<file path="src/rtl/serial_parity_tx_if.sv">
// Handshake and serial-line bundle between the parity transmitter and its neighbours.
// The master side feeds words in; the slave side is the transmitter itself.
interface serial_parity_tx_if #(
    parameter int DATA_W = 8
);
    logic [DATA_W-1:0] in_data;
    logic              in_valid;
    logic              in_ready;
    logic              ser_bit;
    logic              ser_valid;
    logic              frame_start;
    logic              frame_end;
    logic              busy;
    logic [15:0]       frames_sent;

    modport master (
        output in_data, in_valid,
        input  in_ready, ser_bit, ser_valid, frame_start, frame_end, busy, frames_sent
    );

    modport slave (
        input  in_data, in_valid,
        output in_ready, ser_bit, ser_valid, frame_start, frame_end, busy, frames_sent
    );
endinterface

</file>
<file path="src/rtl/serial_parity_tx.sv">
// Serializes parallel words LSB-first and appends an even-parity bit per frame.
// Optional macro SERIAL_PARITY_TX_ERR_INJ_EN adds inj_err / frames_corrupted for parity corruption.
module serial_parity_tx #(
    parameter int   DATA_W     = 8,
    parameter int   GAP_CYCLES = 1,
    parameter logic IDLE_LEVEL = 1'b0
) (
    input  logic        clk,
    input  logic        reset,
`ifdef SERIAL_PARITY_TX_ERR_INJ_EN
    input  logic        inj_err,
    output logic [15:0] frames_corrupted,
`endif
    serial_parity_tx_if.slave bus
);
    localparam int              CNT_W    = (DATA_W > 1) ? $clog2(DATA_W) : 1;
    localparam logic [CNT_W-1:0] BIT_LAST = CNT_W'(DATA_W - 1);
    localparam logic [3:0]      GAP_LAST = (GAP_CYCLES > 0) ? 4'(GAP_CYCLES - 1) : 4'd0;
    localparam bit              HAS_GAP  = (GAP_CYCLES > 0);

    typedef enum logic [1:0] {
        ST_IDLE   = 2'd0,
        ST_DATA   = 2'd1,
        ST_PARITY = 2'd2,
        ST_GAP    = 2'd3
    } state_t;

    state_t            state_q, state_d;
    logic [DATA_W-1:0] shift_q, shift_d;
    logic              parity_q, parity_d;
    logic [CNT_W-1:0]  bit_cnt_q, bit_cnt_d;
    logic [3:0]        gap_cnt_q, gap_cnt_d;
    logic              ser_bit_q, ser_bit_d;
    logic              ser_valid_q, ser_valid_d;
    logic              frame_start_q, frame_start_d;
    logic              frame_end_q, frame_end_d;
    logic [15:0]       frames_sent_q, frames_sent_d;
    logic              inj_bit_s;

    function automatic logic even_parity(input logic [DATA_W-1:0] word);
        return ^word;
    endfunction

`ifdef SERIAL_PARITY_TX_ERR_INJ_EN
    assign inj_bit_s = inj_err;
`else
    assign inj_bit_s = 1'b0;
`endif

    assign bus.in_ready    = (state_q == ST_IDLE);
    assign bus.busy        = (state_q != ST_IDLE);
    assign bus.ser_bit     = ser_bit_q;
    assign bus.ser_valid   = ser_valid_q;
    assign bus.frame_start = frame_start_q;
    assign bus.frame_end   = frame_end_q;
    assign bus.frames_sent = frames_sent_q;

    // State register.
    always_ff @(posedge clk) begin
        if (reset) begin
            state_q <= ST_IDLE;
        end else begin
            state_q <= state_d;
        end
    end

    // Next-state logic.
    always_comb begin
        state_d = state_q;
        case (state_q)
            ST_IDLE: begin
                if (bus.in_valid) state_d = ST_DATA;
                else              state_d = ST_IDLE;
            end
            ST_DATA: begin
                if (bit_cnt_q == BIT_LAST) state_d = ST_PARITY;
                else                       state_d = ST_DATA;
            end
            ST_PARITY: begin
                if (HAS_GAP) state_d = ST_GAP;
                else         state_d = ST_IDLE;
            end
            ST_GAP: begin
                if (gap_cnt_q == GAP_LAST) state_d = ST_IDLE;
                else                       state_d = ST_GAP;
            end
            default: state_d = ST_IDLE;
        endcase
    end

    // Output and datapath next values; serial outputs are precomputed one cycle ahead.
    always_comb begin
        shift_d       = shift_q;
        parity_d      = parity_q;
        bit_cnt_d     = bit_cnt_q;
        gap_cnt_d     = gap_cnt_q;
        ser_bit_d     = IDLE_LEVEL;
        ser_valid_d   = 1'b0;
        frame_start_d = 1'b0;
        frame_end_d   = 1'b0;
        frames_sent_d = frames_sent_q;
        case (state_q)
            ST_IDLE: begin
                if (bus.in_valid) begin
                    shift_d       = bus.in_data >> 1'b1;
                    parity_d      = even_parity(bus.in_data) ^ inj_bit_s;
                    bit_cnt_d     = '0;
                    ser_bit_d     = bus.in_data[0];
                    ser_valid_d   = 1'b1;
                    frame_start_d = 1'b1;
                end else begin
                    bit_cnt_d = bit_cnt_q;
                end
            end
            ST_DATA: begin
                ser_valid_d = 1'b1;
                if (bit_cnt_q == BIT_LAST) begin
                    ser_bit_d   = parity_q;
                    frame_end_d = 1'b1;
                end else begin
                    ser_bit_d = shift_q[0];
                    shift_d   = shift_q >> 1'b1;
                    bit_cnt_d = bit_cnt_q + 1'b1;
                end
            end
            ST_PARITY: begin
                frames_sent_d = frames_sent_q + 16'd1;
                gap_cnt_d     = 4'd0;
            end
            ST_GAP: begin
                gap_cnt_d = gap_cnt_q + 4'd1;
            end
            default: begin
                ser_bit_d = IDLE_LEVEL;
            end
        endcase
    end

    // Datapath and registered serial outputs.
    always_ff @(posedge clk) begin
        if (reset) begin
            shift_q       <= '0;
            parity_q      <= 1'b0;
            bit_cnt_q     <= '0;
            gap_cnt_q     <= 4'd0;
            ser_bit_q     <= IDLE_LEVEL;
            ser_valid_q   <= 1'b0;
            frame_start_q <= 1'b0;
            frame_end_q   <= 1'b0;
            frames_sent_q <= 16'd0;
        end else begin
            shift_q       <= shift_d;
            parity_q      <= parity_d;
            bit_cnt_q     <= bit_cnt_d;
            gap_cnt_q     <= gap_cnt_d;
            ser_bit_q     <= ser_bit_d;
            ser_valid_q   <= ser_valid_d;
            frame_start_q <= frame_start_d;
            frame_end_q   <= frame_end_d;
            frames_sent_q <= frames_sent_d;
        end
    end

`ifdef SERIAL_PARITY_TX_ERR_INJ_EN
    logic [15:0] frames_corrupted_q, frames_corrupted_d;

    // Corrupted-frame counter, bumped when a word is accepted with inj_err set.
    always_comb begin
        if ((state_q == ST_IDLE) && bus.in_valid && inj_err) begin
            frames_corrupted_d = frames_corrupted_q + 16'd1;
        end else begin
            frames_corrupted_d = frames_corrupted_q;
        end
    end

    // Corrupted-frame counter register.
    always_ff @(posedge clk) begin
        if (reset) frames_corrupted_q <= 16'd0;
        else       frames_corrupted_q <= frames_corrupted_d;
    end

    assign frames_corrupted = frames_corrupted_q;
`endif
endmodule

</file>
<file path="src/flat_wrapper.sv">
// flat-port wrapper written by rule: the top's interface ports become plain ports
module serial_parity_tx_flat 
#(
    parameter int   DATA_W     = 8,
    parameter int   GAP_CYCLES = 1,
    parameter logic IDLE_LEVEL = 1'b0
)
  (clk, reset, bus_in_data, bus_in_valid, bus_in_ready, bus_ser_bit, bus_ser_valid, bus_frame_start, bus_frame_end, bus_busy, bus_frames_sent);
  serial_parity_tx_if #(.DATA_W(DATA_W)) bus_i ();
  input  logic clk;
  input  logic reset;
  input wire logic [$bits(bus_i.in_data)-1:0] bus_in_data;
  input wire logic [$bits(bus_i.in_valid)-1:0] bus_in_valid;
  output wire logic [$bits(bus_i.in_ready)-1:0] bus_in_ready;
  output wire logic [$bits(bus_i.ser_bit)-1:0] bus_ser_bit;
  output wire logic [$bits(bus_i.ser_valid)-1:0] bus_ser_valid;
  output wire logic [$bits(bus_i.frame_start)-1:0] bus_frame_start;
  output wire logic [$bits(bus_i.frame_end)-1:0] bus_frame_end;
  output wire logic [$bits(bus_i.busy)-1:0] bus_busy;
  output wire logic [$bits(bus_i.frames_sent)-1:0] bus_frames_sent;
  assign bus_i.in_data = bus_in_data;
  assign bus_i.in_valid = bus_in_valid;
  assign bus_in_ready = bus_i.in_ready;
  assign bus_ser_bit = bus_i.ser_bit;
  assign bus_ser_valid = bus_i.ser_valid;
  assign bus_frame_start = bus_i.frame_start;
  assign bus_frame_end = bus_i.frame_end;
  assign bus_busy = bus_i.busy;
  assign bus_frames_sent = bus_i.frames_sent;
  serial_parity_tx #(.DATA_W(DATA_W), .GAP_CYCLES(GAP_CYCLES), .IDLE_LEVEL(IDLE_LEVEL)) u_core (.clk(clk), .reset(reset), .bus(bus_i));
endmodule
</file>
<file path="config.mk">
export PLATFORM = sky130hd
export DESIGN_NAME = serial_parity_tx_flat
export DESIGN_NICKNAME = d
export VERILOG_FILES = /design/src/rtl/serial_parity_tx_if.sv /design/src/rtl/serial_parity_tx.sv /design/src/flat_wrapper.sv
export SDC_FILE = /design/constraint.sdc
export NUM_CORES = 1
export LEC_CHECK = 0
export ABC_AREA = 0
export BUFFER_PORTS_ARGS = -buffer_cell sky130_fd_sc_hd__buf_4
export CORE_MARGIN = 2
export CORE_UTILIZATION = 42
export CTS_BUF_LIST = sky130_fd_sc_hd__clkbuf_4
export DETAILED_ROUTE_END_ITERATION = 7
export PLACE_DENSITY_LB_ADDON = 0.1
export SYNTH_ARGS = -nofsm -noshare
export SYNTH_HDL_FRONTEND = slang
export SYNTH_SLANG_ARGS = --single-unit
</file>
<file path="constraint.sdc">
create_clock -name clk -period 1.7 [get_ports clk]
set_clock_uncertainty 0.15 [all_clocks]
set_input_delay 0.34 -clock clk [delete_from_list [all_inputs] [get_ports clk]]
set_output_delay 0.34 -clock clk [all_outputs]
set_load 0.05 [all_outputs]
</file>
==> After elaboration in Yosys (flattened, before gate mapping) <==
Cells that the tools add are included.
{ "word_totals": {"regBits": 38, "in_bits": 11, "output_inout_bits": 22, "elab_cells": 48} }
{ "op_classes": {"n_addsub": 3, "eq_ne": 6, "n_mux": 17, "n_bitwise": 2, "reduce_logical": 10} }
{ "op_table": {"columns": ["cell", "count"], "rows": [
  ["16-bit by 1-bit adder with 16-bit output, second input constant", 1],
  ["8-bit two-way mux", 2],
  ["8-bit case mux with 2 select lines", 1],
  ["2-bit case mux with 4 select lines", 1],
  ["4-bit case mux with 2 select lines", 1],
  ["8-bit XOR reduction", 1],
  ["3-bit two-way mux", 2],
  ["3-bit case mux with 2 select lines", 1],
  ["2-bit nonzero test", 3],
  ["1-bit two-way mux", 5],
  ["4-bit by 1-bit adder with 4-bit output, second input constant", 1],
  ["2-bit == test, second input constant", 2],
  ["4-bit zero test", 1],
  ["2-bit two-way mux", 2],
  ["2-bit != test, second input constant", 2],
  ["1-bit case mux with 2 select lines", 2],
  ["2-bit OR reduction", 2],
  ["3-bit by 1-bit adder with 3-bit output, second input constant", 1],
  ["3-bit == test, second input constant", 1],
  ["3-bit AND reduction", 1],
  ["2-bit by 1-bit == test with 1-bit output, second input constant", 1],
  ["2-bit zero test", 1],
  ["1-bit NOT", 2],
  ["2-bit AND reduction", 1]
]} }

==> Depth between registers and ports, before layout <==
Gate-level depths: netlist of the first run.
{ "logic_depth": {"depth_word": 3, "mapped_depth": 7} }

==> Worst setup path after synthesis of the first run <==
No wires, ideal clock.
{ "synth_path": {"path_kind": "flip-flop to output port", "startpoint": "register u_core.state_q[0]", "endpoint": "output bus_busy", "arrival_time_ns": 1.622, "setup_slack_ns": -0.412, "stages_incl_launch_ff": 4, "n_path_buf": 1, "path_cell_list": "dfxtp_1 -> buf_6 -> nor2_1 -> inv_1"} }
{ "synth_via": {"elab_chain_cells": 1} }
{ "synth_lines": {"columns": ["element", "line_no", "source"], "rows": [
  ["start, declared", "serial_parity_tx.sv:28", "state_t state_q, state_d;"],
  ["start signal, assigned", "serial_parity_tx.sv:63", "state_q <= state_d;"],
  ["2-bit nonzero test", "serial_parity_tx.sv:51", "assign bus.busy = (state_q != ST_IDLE);"],
  ["end, declared", "flat_wrapper.sv:19", "output wire logic [$bits(bus_i.busy)-1:0] bus_busy;"]
]} }
No other way between the ends.

==> Worst setup path in the final report of the first run <==
{ "layout_path": {"startpoint": "register u_core.state_q[1]", "endpoint": "output bus_busy"} }
The elaborated chain is that of the path after synthesis.

==> results.md, run 1 <==
- Status: finished, final reports clean
- Drt wl/cell: between 10 and 15 um
- Antenna diodes: 0
- Slowest CP cell: dfxtp_2
- Worst vdd ir: roughly 0.00058 V
- Most used DFF post-synth: dfxtp_1
- Seq/Total Area, Yosys: a little over two fifths
- Setup crit end kind: primary output
- # IOs: 33
- Inserted Clock Buffers: 5
- Mapped Avg Cell Area: ~8.7 um^2
- Rel. slew slack: between 70% and 80%
- CORE AREA: just under 4000 um^2
- Max Freq: roughly 600 MHz
- Number of global-route vias before repair: about 1500
- Placement row count: 23
- Initial Util: a little over two fifths
- Total chip power: ~0.0017 W
- Drt initial violations: between 50 and 60
- First-pass GRT wire length: between 6000 and 7000 um
- Vias: between 1500 and 2000
- Met2 usage: 35.0%
- Root buf cell: clkbuf_4
- Post-synthesis instance total: roughly 200
- Launch point of the worst hold path: bus_in_data[1]
- Ys async rst share: 0%
- RR Endpoint: u_core.bit_cnt_q[0]$_SDFFE_PP0P_
- Commonest non-fill, non-tap cells in the layout: buf_4 (48), nor2_1 (27), dfxtp_1 (22)
- Grt total ovfl: 0
- WL final: ~4000 um
- Static leakage: 0.966 nW
- DRT antenna net count: 0
- Fin crit period: ~1700 ps
- M3 GR Usage: about 5.5%
- Hold buffers post-CTS: 0
- Clk slew on worst S/H paths: ~120 ps
- CP cell instances: buf_12 -> nor2_4 -> inv_2 -> buf_6
- Max clock buf depth: 2
- Part of the cycle the worst path needs: 98.8%
- Element type at the critical path start: flip-flop
- Placer's final routability congestion estimate: about 0.81
- Fin util: roughly three fifths
- # fillers: around 360
- CP max stage delay: 360 ps
- Pwr/cell area: 720 nW/um^2
- Post-synthesis cell area: around 1700 um^2
- Crit Reg-Reg Startpoint: u_core.bit_cnt_q[0]$_SDFFE_PP0P_
- Final hold vios: 0
- R2R setup slack: 30 ps
- Non-filler cells, final: a little under 300
- Synth-to-layout area growth: 36.1%
- Yosys cell types: 36
- Synth warn: 0
- Die W: a little under 70 um
- Most Crowded Layer GR: met2
- Setup TNS: 0 ps
- Critical Path Fanout Max: 7
- Post-route DRC violation count: 0
- Max-cap viol count: 0
- Layout cells sized above 1: a little under two fifths
- Most common cell after layout, fill and taps aside: buf_4
- Initial antenna violation count: 0
- Yosys reg bits: 37
- # setup viols final: 0
- CTS tree: yes
- Vias per cell: between 5 and 6
- Worst hold endpoint: u_core.shift_q[0]$_SDFFE_PP0P_
- Req. time, crit path: ~1200 ps
- Final Cell Area: about 2300 um^2
- Arr. time, crit path: ~1200 ps
- H-tree depth: 2
- Die area: ~4600 um^2
- GRT Util Overall: 19.5%
- Post-synth net total: between 200 and 250
- Placed Area: 2080 um^2
- Hold Crit Depth: 3
- Largest net degree at the start of global routing: 19
- DRT Pass-1 Iters: 4
- RSZ-0062 raised after global routing: true
- Sink Count: 37
- IO Port Bufs: 32
- Detail Placement HPWL: 2730 um
- Actual slew at the worst max-slew pin: roughly 400 ps
- EDFF count, synth: 0
- CP Class: reg -> out
- Grt met1 use: around a fifth
- Clock insertion delay at the later pin of the skew report: between 300 and 400 ps
- Nets: 260
- R2R cell count: 7
- DP Cell Count: between 200 and 300
- DIE HEIGHT: between 60 and 70 um
- Pins Over Slew Limit: 0
- Worst Hold Class: in -> reg
-- registers in the layout (all words and copies together), names as in the netlist --
register                cells
u_core.bus.frames_sent     16
u_core.shift_q              7
u_core.gap_cnt_q            4
u_core.bit_cnt_q            3
u_core.state_q              2
u_core.bus.frame_end        1
u_core.bus.frame_start      1
u_core.bus.ser_bit          1
u_core.bus.ser_valid        1
u_core.parity_q             1
-- worst max-delay path: cells and delay by family (launching register included) --
family,cells,cell delay (ps)
buffers and inverters,3,330
AND/OR/NAND/NOR,1,160
flip-flops,1,360
-- metal layers --
layer	vias to the layer above	wire length (um)
li1	765	-
met1	718	1690
met2	34	2030
met3	8	164
met4	0	77
met5	-	0
-- how the worst max path moves through the flow --
stage / slack [ps] / end / from
finish: 20 / bus_busy / u_core.state_q[1]$_SDFF_PP0_
floorplan: 3 / u_core.bit_cnt_q[0]$_SDFFE_PP0P_ / u_core.bit_cnt_q[0]$_SDFFE_PP0P_
global route: -50 / bus_busy / u_core.state_q[1]$_SDFF_PP0_
CTS: 1 / u_core.shift_q[5]$_SDFFE_PP0P_ / u_core.bit_cnt_q[0]$_SDFFE_PP0P_
global placement: 20 / u_core.bit_cnt_q[0]$_SDFFE_PP0P_ / u_core.bit_cnt_q[0]$_SDFFE_PP0P_
detailed placement: -100 / u_core.shift_q[3]$_SDFFE_PP0P_ / u_core.bit_cnt_q[0]$_SDFFE_PP0P_
-- metrics by stage --
| step | hold slack [ps] | setup WS, ps |
|---|---|---|
| floorplan | 286 | 2.82 |
| global placement | 294 | 25.0 |
| detailed placement | 310 | -97.2 |
| CTS | 107 | 0.987 |
| global route | 112 | -47.9 |
| finish | 123 | 21.1 |
-- report_power, final --
group / switching, W / internal [W]
sequential: 0.0000167 / 0.000892
clock: 0.000286 / 0.000191
combinational: 0.000146 / 0.000131
total: 0.000448 / 0.00121
-- Yosys cell counts (all sizes together) (6+ instances only) --
library cell	n	area share, %
xnor2	9	4.6
clkbuf	6	1.4
nand2	20	4.4
a311oi	6	3.1
nand3	8	3.4
o21ai	8	2.4
nor2	29	6.4
a21oi	10	3.2
dfxtp	37	44
xor2	9	4.6
-- final cells by class --
class,count,area [um^2],share of cell area (%)
flip-flops and latches,37,767,33.2
well taps,50,62.6,2.71
clock buffers,7,52.6,2.28
repair buffers,53,452,19.6
multi-input cells,142,953,41.3
clock inverters,1,3.75,0.163
inverters,5,18.8,0.813
-- logic make-up (layout without fill, tap and decap cells) --
family	Yosys count	count (layout)	share of synthesized area, %
mux	4	4	2.43
xor+xnor	18	18	9.29
compound gates	29	29	10.8
buf+inv	16	66	4.50
flops	37	37	43.7
simple gates	86	86	25.6
fa+ha+maj	5	5	3.69
-- repair_timing --
action	CTS	global route
cloned	1	0
endpoints found under the setup margin	11	14
setup buffers	3	4
endpoints found under the hold margin	0	0
resized for setup	9	16
pin swaps	6	7
Power figures use the tool's default switching activity.
==> run 2, diff against run 1 <==
--- a/config.mk
+++ b/config.mk
@@ -9,9 +9,10 @@
 export BUFFER_PORTS_ARGS = -buffer_cell sky130_fd_sc_hd__buf_4
 export CORE_MARGIN = 2
 export CORE_UTILIZATION = 42
-export CTS_BUF_LIST = sky130_fd_sc_hd__clkbuf_4
+export CTS_BUF_LIST = sky130_fd_sc_hd__clkbuf_16
 export DETAILED_ROUTE_END_ITERATION = 7
 export PLACE_DENSITY_LB_ADDON = 0.1
+export SETUP_SLACK_MARGIN = 0.1
 export SYNTH_ARGS = -nofsm -noshare
 export SYNTH_HDL_FRONTEND = slang
 export SYNTH_SLANG_ARGS = --single-unit
==> run 2 against run 1 <==
Net effect:
- clock power is 79% higher
- non-clock buffer count is 10 lower
- register-to-register slack better by 60 ps
- count of clock-buffer cells in the layout is 2 lower
- critical endpoint is now u_core.bit_cnt_q[0]$_SDFFE_PP0P_
- wire length is 7.9% lower
- power is 20% higher
==> results.md, run 2 (synthesized netlist as in run 1, its figures left out) <==
- Status: finished, final reports clean
- Element type at the critical path start: flip-flop
- Part of the cycle the worst path needs: 94.6% (-4.2 points)
- Commonest non-fill, non-tap cells in the layout: buf_4 (38), nor2_1 (28), nand2_1 (20)
- Most common cell after layout, fill and taps aside: buf_4
- GRT Util Overall: 18.1% (-1.4 points)
- Max clock buf depth: 2 (unchanged)
- Clk slew on worst S/H paths: 50 ps (-70 ps)
- CP Class: reg -> reg
- Worst Hold Class: in -> reg
- Post-route DRC violation count: 0 (unchanged)
- # IOs: 33 (unchanged)
- RR Endpoint: u_core.bit_cnt_q[0]$_SDFFE_PP0P_
- DRT Pass-1 Iters: 6 (+2)
- Max-cap viol count: 0 (unchanged)
- DRT antenna net count: 0 (unchanged)
- Critical Path Fanout Max: 15 (+8)
- Die area: 4560 um^2 (unchanged)
- # fillers: 356 (-1.9%)
- Detail Placement HPWL: 2730 um (+0.15%)
- Hold Crit Depth: 3 (unchanged)
- Rel. slew slack: 69.0% (-4.2 points)
- Initial Util: 43.0% (unchanged)
- Largest net degree at the start of global routing: 19 (unchanged)
- Drt initial violations: 27 (-49%)
- Pwr/cell area: 870 nW/um^2 (+21%)
- Req. time, crit path: 1710 ps (+500 ps)
- RSZ-0062 raised after global routing: true
- Clock insertion delay at the later pin of the skew report: 270 ps (-80 ps)
- Number of global-route vias before repair: 1398 (-6.5%)
- Static leakage: 0.942 nW (-2.5%)
- Worst vdd ir: 0.000556 V (-4.5%)
- Sink Count: 37 (unchanged)
- Hold buffers post-CTS: 0 (unchanged)
- Root buf cell: clkbuf_16
- Placement row count: 23 (unchanged)
- Setup TNS: 0 ps (unchanged)
- Fin util: 58.1% (-0.48 points)
- CORE AREA: 3940 um^2 (unchanged)
- Max Freq: 622 MHz (+4.4%)
- Placer's final routability congestion estimate: 0.770 (-4.7%)
- Drt wl/cell: 12.8 um (-4.7%)
- DIE HEIGHT: 67.6 um (unchanged)
- Grt total ovfl: 0 (unchanged)
- Worst hold endpoint: u_core.shift_q[6]$_SDFFE_PP0P_
- # setup viols final: 0 (unchanged)
- IO Port Bufs: 32 (unchanged)
- Initial antenna violation count: 0 (unchanged)
- H-tree depth: 2 (unchanged)
- Antenna diodes: 0 (unchanged)
- Vias per cell: 5.14 (-0.56%)
- First-pass GRT wire length: 6140 um (-7.2%)
- Crit Reg-Reg Startpoint: u_core.bit_cnt_q[0]$_SDFFE_PP0P_
- Nets: 250 (-3.8%)
- Launch point of the worst hold path: bus_in_data[7]
- Layout cells sized above 1: 33.6% (-3.1 points)
- Arr. time, crit path: 1620 ps (+430 ps)
- R2R setup slack: 90 ps (+60 ps)
- Final hold vios: 0 (unchanged)
- Total chip power: 0.00199 W (+20%)
- Synth-to-layout area growth: 35.0%
- Inserted Clock Buffers: 5 (unchanged)
- Die W: 67.6 um (unchanged)
- CTS tree: yes
- Actual slew at the worst max-slew pin: 459 ps (+61.7 ps)
- R2R cell count: 7 (unchanged)
- Setup crit end kind: flip-flop
- Max FFs per register: 16 (unchanged)
- Vias: 1465 (-3.9%)
- WL final: 3650 um (-7.9%)
- Pins Over Slew Limit: 0 (unchanged)
- Fin crit period: 1610 ps (-70.8 ps)
run 2: cell types whose count changed in the layout (fill, tap and decap cells not counted), moves of 2 or more:
cell,delta
a21oi_2,-2
dfxtp_1,-3
buf_4,-10
clkinv_2,+2
buf_6,+3
dfxtp_4,+4
clkbuf_16,+4
clkbuf_4,-7
a21oi_1,+2
run 2: power by group:
| group | switching (W) | total [W] | internal, W |
|---|---|---|---|
| Sequential | 0.0000174 | 0.000905 | 0.000887 |
| Combinational | 0.000131 | 0.000236 | 0.000105 |
| Clock | 0.000321 | 0.000852 | 0.000531 |
| Total | 0.000469 | 0.00199 | 0.00152 |
run 2: timing repair:
item,CTS,global route
pin swaps,1,4
buffers inserted,1,2
resized for setup,4,4
endpoints found under the hold margin,0,0
endpoints found under the setup margin,12,11
run 2: through the flow:
| stage | worst slack [ps] | cell area (um^2) | hold slack, ps | std cells |
|---|---|---|---|---|
| after floorplan | 99.2 | 1800 | 304 | 195 |
| after global placement | 37.6 | 2100 | 311 | 274 |
| after detailed placement | -40.4 | 2100 | 321 | 274 |
| after CTS | 78.3 | 2270 | 193 | 283 |
| after global routing | 41.9 | 2290 | 216 | 285 |
| final | 92.0 | 2290 | 191 | 285 |
run 2: area by class of cell:
cell class / count / area, um^2 / share of cell area [%]
Clock inverter: 3 / 13.8 / 0.601
Tap cell: 50 / 62.6 / 2.73
Timing Repair Buffer: 43 / 350 / 15.3
Clock buffer: 5 / 125 / 5.46
Multi-Input combinational cell: 142 / 940 / 41.0
Sequential cell: 37 / 781 / 34.1
Inverter: 5 / 18.8 / 0.819
run 2: how the worst max path moves through the flow:
stage	from	endpoint	depth (start not counted)
after detailed placement	u_core.bit_cnt_q[0]$_SDFFE_PP0P_	u_core.shift_q[4]$_SDFFE_PP0P_	6
after global routing	u_core.bit_cnt_q[0]$_SDFFE_PP0P_	u_core.shift_q[0]$_SDFFE_PP0P_	7
after global placement	u_core.bit_cnt_q[0]$_SDFFE_PP0P_	u_core.bit_cnt_q[0]$_SDFFE_PP0P_	6
after floorplan	u_core.bit_cnt_q[0]$_SDFFE_PP0P_	u_core.bit_cnt_q[0]$_SDFFE_PP0P_	7
after CTS	u_core.state_q[0]$_SDFF_PP0_	bus_in_ready	3
final	u_core.bit_cnt_q[0]$_SDFFE_PP0P_	u_core.bit_cnt_q[0]$_SDFFE_PP0P_	7
run 2: worst max-delay path, cell delays in order, from the launching register on:
cell      delay (ps)
dfxtp_2          340
ha_4             160
ha_4             160
nand2b_4         150
a21oi_4          140
buf_12           150
mux2i_1          190
nor2_1            50
run 2: per-layer routing:
| layer | vias to the layer above | track usage [%] | routed length (um) |
|---|---|---|---|
| met1 | 685 | 19.4 | 1550 |
| met5 | - | 0 | 0 |
| met2 | 26 | 33.6 | 1890 |
| met3 | 5 | 4.83 | 164 |
| met4 | 0 | 6.89 | 46 |
| li1 | 749 | - | - |
==> run 3, diff against run 2 <==
--- a/config.mk
+++ b/config.mk
@@ -7,10 +7,12 @@
 export LEC_CHECK = 0
 export ABC_AREA = 0
 export BUFFER_PORTS_ARGS = -buffer_cell sky130_fd_sc_hd__buf_4
+export CORE_ASPECT_RATIO = 2
 export CORE_MARGIN = 2
 export CORE_UTILIZATION = 42
 export CTS_BUF_LIST = sky130_fd_sc_hd__clkbuf_16
 export DETAILED_ROUTE_END_ITERATION = 7
+export HOLD_SLACK_MARGIN = 0.03
 export PLACE_DENSITY_LB_ADDON = 0.1
 export SETUP_SLACK_MARGIN = 0.1
 export SYNTH_ARGS = -nofsm -noshare
==> run 3 against run 2 <==
Net effect:
- worst setup slack worse by 17 ps
- core utilization increased by 3.0 points
- critical path depth did not move
- clock power up 19%
- count of clock-buffer cells in the layout did not move
- register-to-register slack worse by 20 ps
- sequential cell count unchanged
- power up 8.7%
- final cell count grew 2.1%
- wire length rose by 11%
- maximum frequency fell by 1.0%
- sequential power is essentially flat
- critical endpoint is now u_core.shift_q[5]$_SDFFE_PP0P_
- largest power group is now the clock network
==> results.md, run 3 (synthesized netlist as in run 1, its figures left out) <==
- Clk slew on worst S/H paths: 50 ps (about the same)
- Max Freq: 616 MHz (-1.0%)
- # fillers: 352 (-1.1%)
- Worst vdd ir: 0.000774 V (+39%)
- Multi-input logic area: 957 um^2 (+1.9%)
- CTS tree: yes
- DIE HEIGHT: 93.9 um (+39%)
- Max FFs per register: 16 (unchanged)
- Rel. slew slack: 76.4% (+7.4 points)
- RSZ-0062 raised after global routing: true
- Setup crit end kind: flip-flop
- Grt met1 use: 18.3% (-1.1 points)
- Placer's final routability congestion estimate: 0.771 (+0.18%)
- Detail Placement HPWL: 3030 um (+11%)
- Antenna diodes: 0 (unchanged)
- Fin crit period: 1620 ps (+16.6 ps)
- DRT antenna net count: 0 (unchanged)
- Die W: 48.9 um (-28%)
- Status: finished, final reports clean
- Element type at the critical path start: flip-flop
- Placement row count: 32 (+39%)
- CP Class: reg -> reg
- Pins Over Slew Limit: 0 (unchanged)
- Largest net degree at the start of global routing: 34 (+15)
- Register area: 781 um^2 (unchanged)
- Initial Util: 43.7% (+0.65 points)
- Most Crowded Layer GR: met2
- Met2 usage: 38.1% (+4.5 points)
- Final Cell Area: 2370 um^2 (+3.7%)
- DRT Pass-1 Iters: 4 (-2)
- Clock insertion delay at the later pin of the skew report: 270 ps (about the same)
- Req. time, crit path: 1720 ps (about the same)
- Max-cap viol count: 0 (unchanged)
- Inserted Clock Buffers: 5 (unchanged)
- # setup viols final: 0 (unchanged)
- Post-route DRC violation count: 0 (unchanged)
- M3 GR Usage: 3.50% (-1.3 points)
- Arr. time, crit path: 1650 ps (+30 ps)
- Root buf cell: clkbuf_16
- First-pass GRT wire length: 6700 um (+9.1%)
- Part of the cycle the worst path needs: 95.6% (+0.98 points)
- Nets: 255 (+2.0%)
- Drt initial violations: 20 (-26%)
- Pwr/cell area: 912 nW/um^2 (+4.9%)
- IO Port Bufs: 32 (unchanged)
- Number of global-route vias before repair: 1523 (+8.9%)
- GRT Util Overall: 19.0% (+0.92 points)
- R2R setup slack: 80 ps (-20 ps)
- H-tree depth: 2 (unchanged)
- Setup TNS: 0 ps (unchanged)
- Drt wl/cell: 13.9 um (+8.5%)
- Synth-to-layout area growth: 40.0%
- CORE AREA: 3880 um^2 (-1.5%)
- Grt total ovfl: 0 (unchanged)
- Initial antenna violation count: 0 (unchanged)
- Die area: 4590 um^2 (+0.68%)
- # IOs: 33 (unchanged)
- Layout cells sized above 1: 36.3% (+2.6 points)
- Actual slew at the worst max-slew pin: 354 ps (-105 ps)
- Critical Path Fanout Max: 14 (-1)
- WL final: 4040 um (+11%)
- Commonest non-fill, non-tap cells in the layout: buf_4 (42), nor2_1 (28), nand2_1 (20)
- Sink Count: 37 (unchanged)
- Placed Area: 2110 um^2 (+0.66%)
- Final hold vios: 0 (unchanged)
- Vias: 1519 (+3.7%)
- Static leakage: 0.977 nW (+3.7%)
- Most common cell after layout, fill and taps aside: buf_4
- Worst Hold Class: in -> reg
- Max clock buf depth: 2 (unchanged)
- Vias per cell: 5.22 (+1.5%)
## run 3: routing by layer
metal / vias up / share of wire, %
li1: 754 / -
met1: 723 / 36
met2: 37 / 59
met3: 5 / 2.9
met4: 0 / 1.7
met5: - / 0
## run 3: metrics by stage
step                      instances  total power [W]  setup slack (ps)  utilization (%)  hold WS [ps]
after CTS                       286          0.00218              81.6             59.6           177
after global routing            291          0.00226             0.649             61.1           194
after global placement          275          0.00115              81.7             54.3           314
final                           291          0.00217              75.4             61.1           185
after floorplan                 195          0.00108              99.2                -           304
after detailed placement        275          0.00115              1.70             54.3           326
## run 3: final cells by class
type / count / share of cell area [%]
inverters: 5 / 0.790
clock inverters: 3 / 1.58
clock buffers: 5 / 5.27
repair buffers: 48 / 16.5
multi-input cells: 142 / 40.3
flip-flops and latches: 37 / 32.9
well taps: 51 / 2.69
## run 3: power breakdown
part	total, W	switching (W)	leakage [nW]	internal, W
logic	0.000255	0.000139	0.583	0.000116
registers	0.000906	0.0000185	0.312	0.000887
clock network	0.00101	0.000325	0.0826	0.000680
## run 3: timing repair
item	CTS	global route
buffers inserted	3	5
hold buffers	0	0
gates cloned	0	0
endpoints found under the setup margin	13	13
resized for setup	7	6
pin swaps	5	3
## run 3: path summary, 6_finish.rpt
check / endpoint / from / cells after the start
worst max-delay path: u_core.shift_q[5]$_SDFFE_PP0P_ / u_core.bit_cnt_q[0]$_SDFFE_PP0P_ / 7
worst min-delay path: u_core.bus.frame_start$_SDFF_PP0_ / bus_in_valid / 2
worst min register to register: u_core.bit_cnt_q[1]$_SDFFE_PP0P_ / u_core.bit_cnt_q[1]$_SDFFE_PP0P_ / 2
worst max register to register: u_core.shift_q[5]$_SDFFE_PP0P_ / u_core.bit_cnt_q[0]$_SDFFE_PP0P_ / 7
## run 3: worst max-delay path, cell delays in order, from the launching register on
cell and delay, ps:
dfxtp_2 340, ha_4 160, ha_4 150, nand2b_4 140, a21oi_4 170, buf_12 150
nor2_1 40, a311oi_1 220
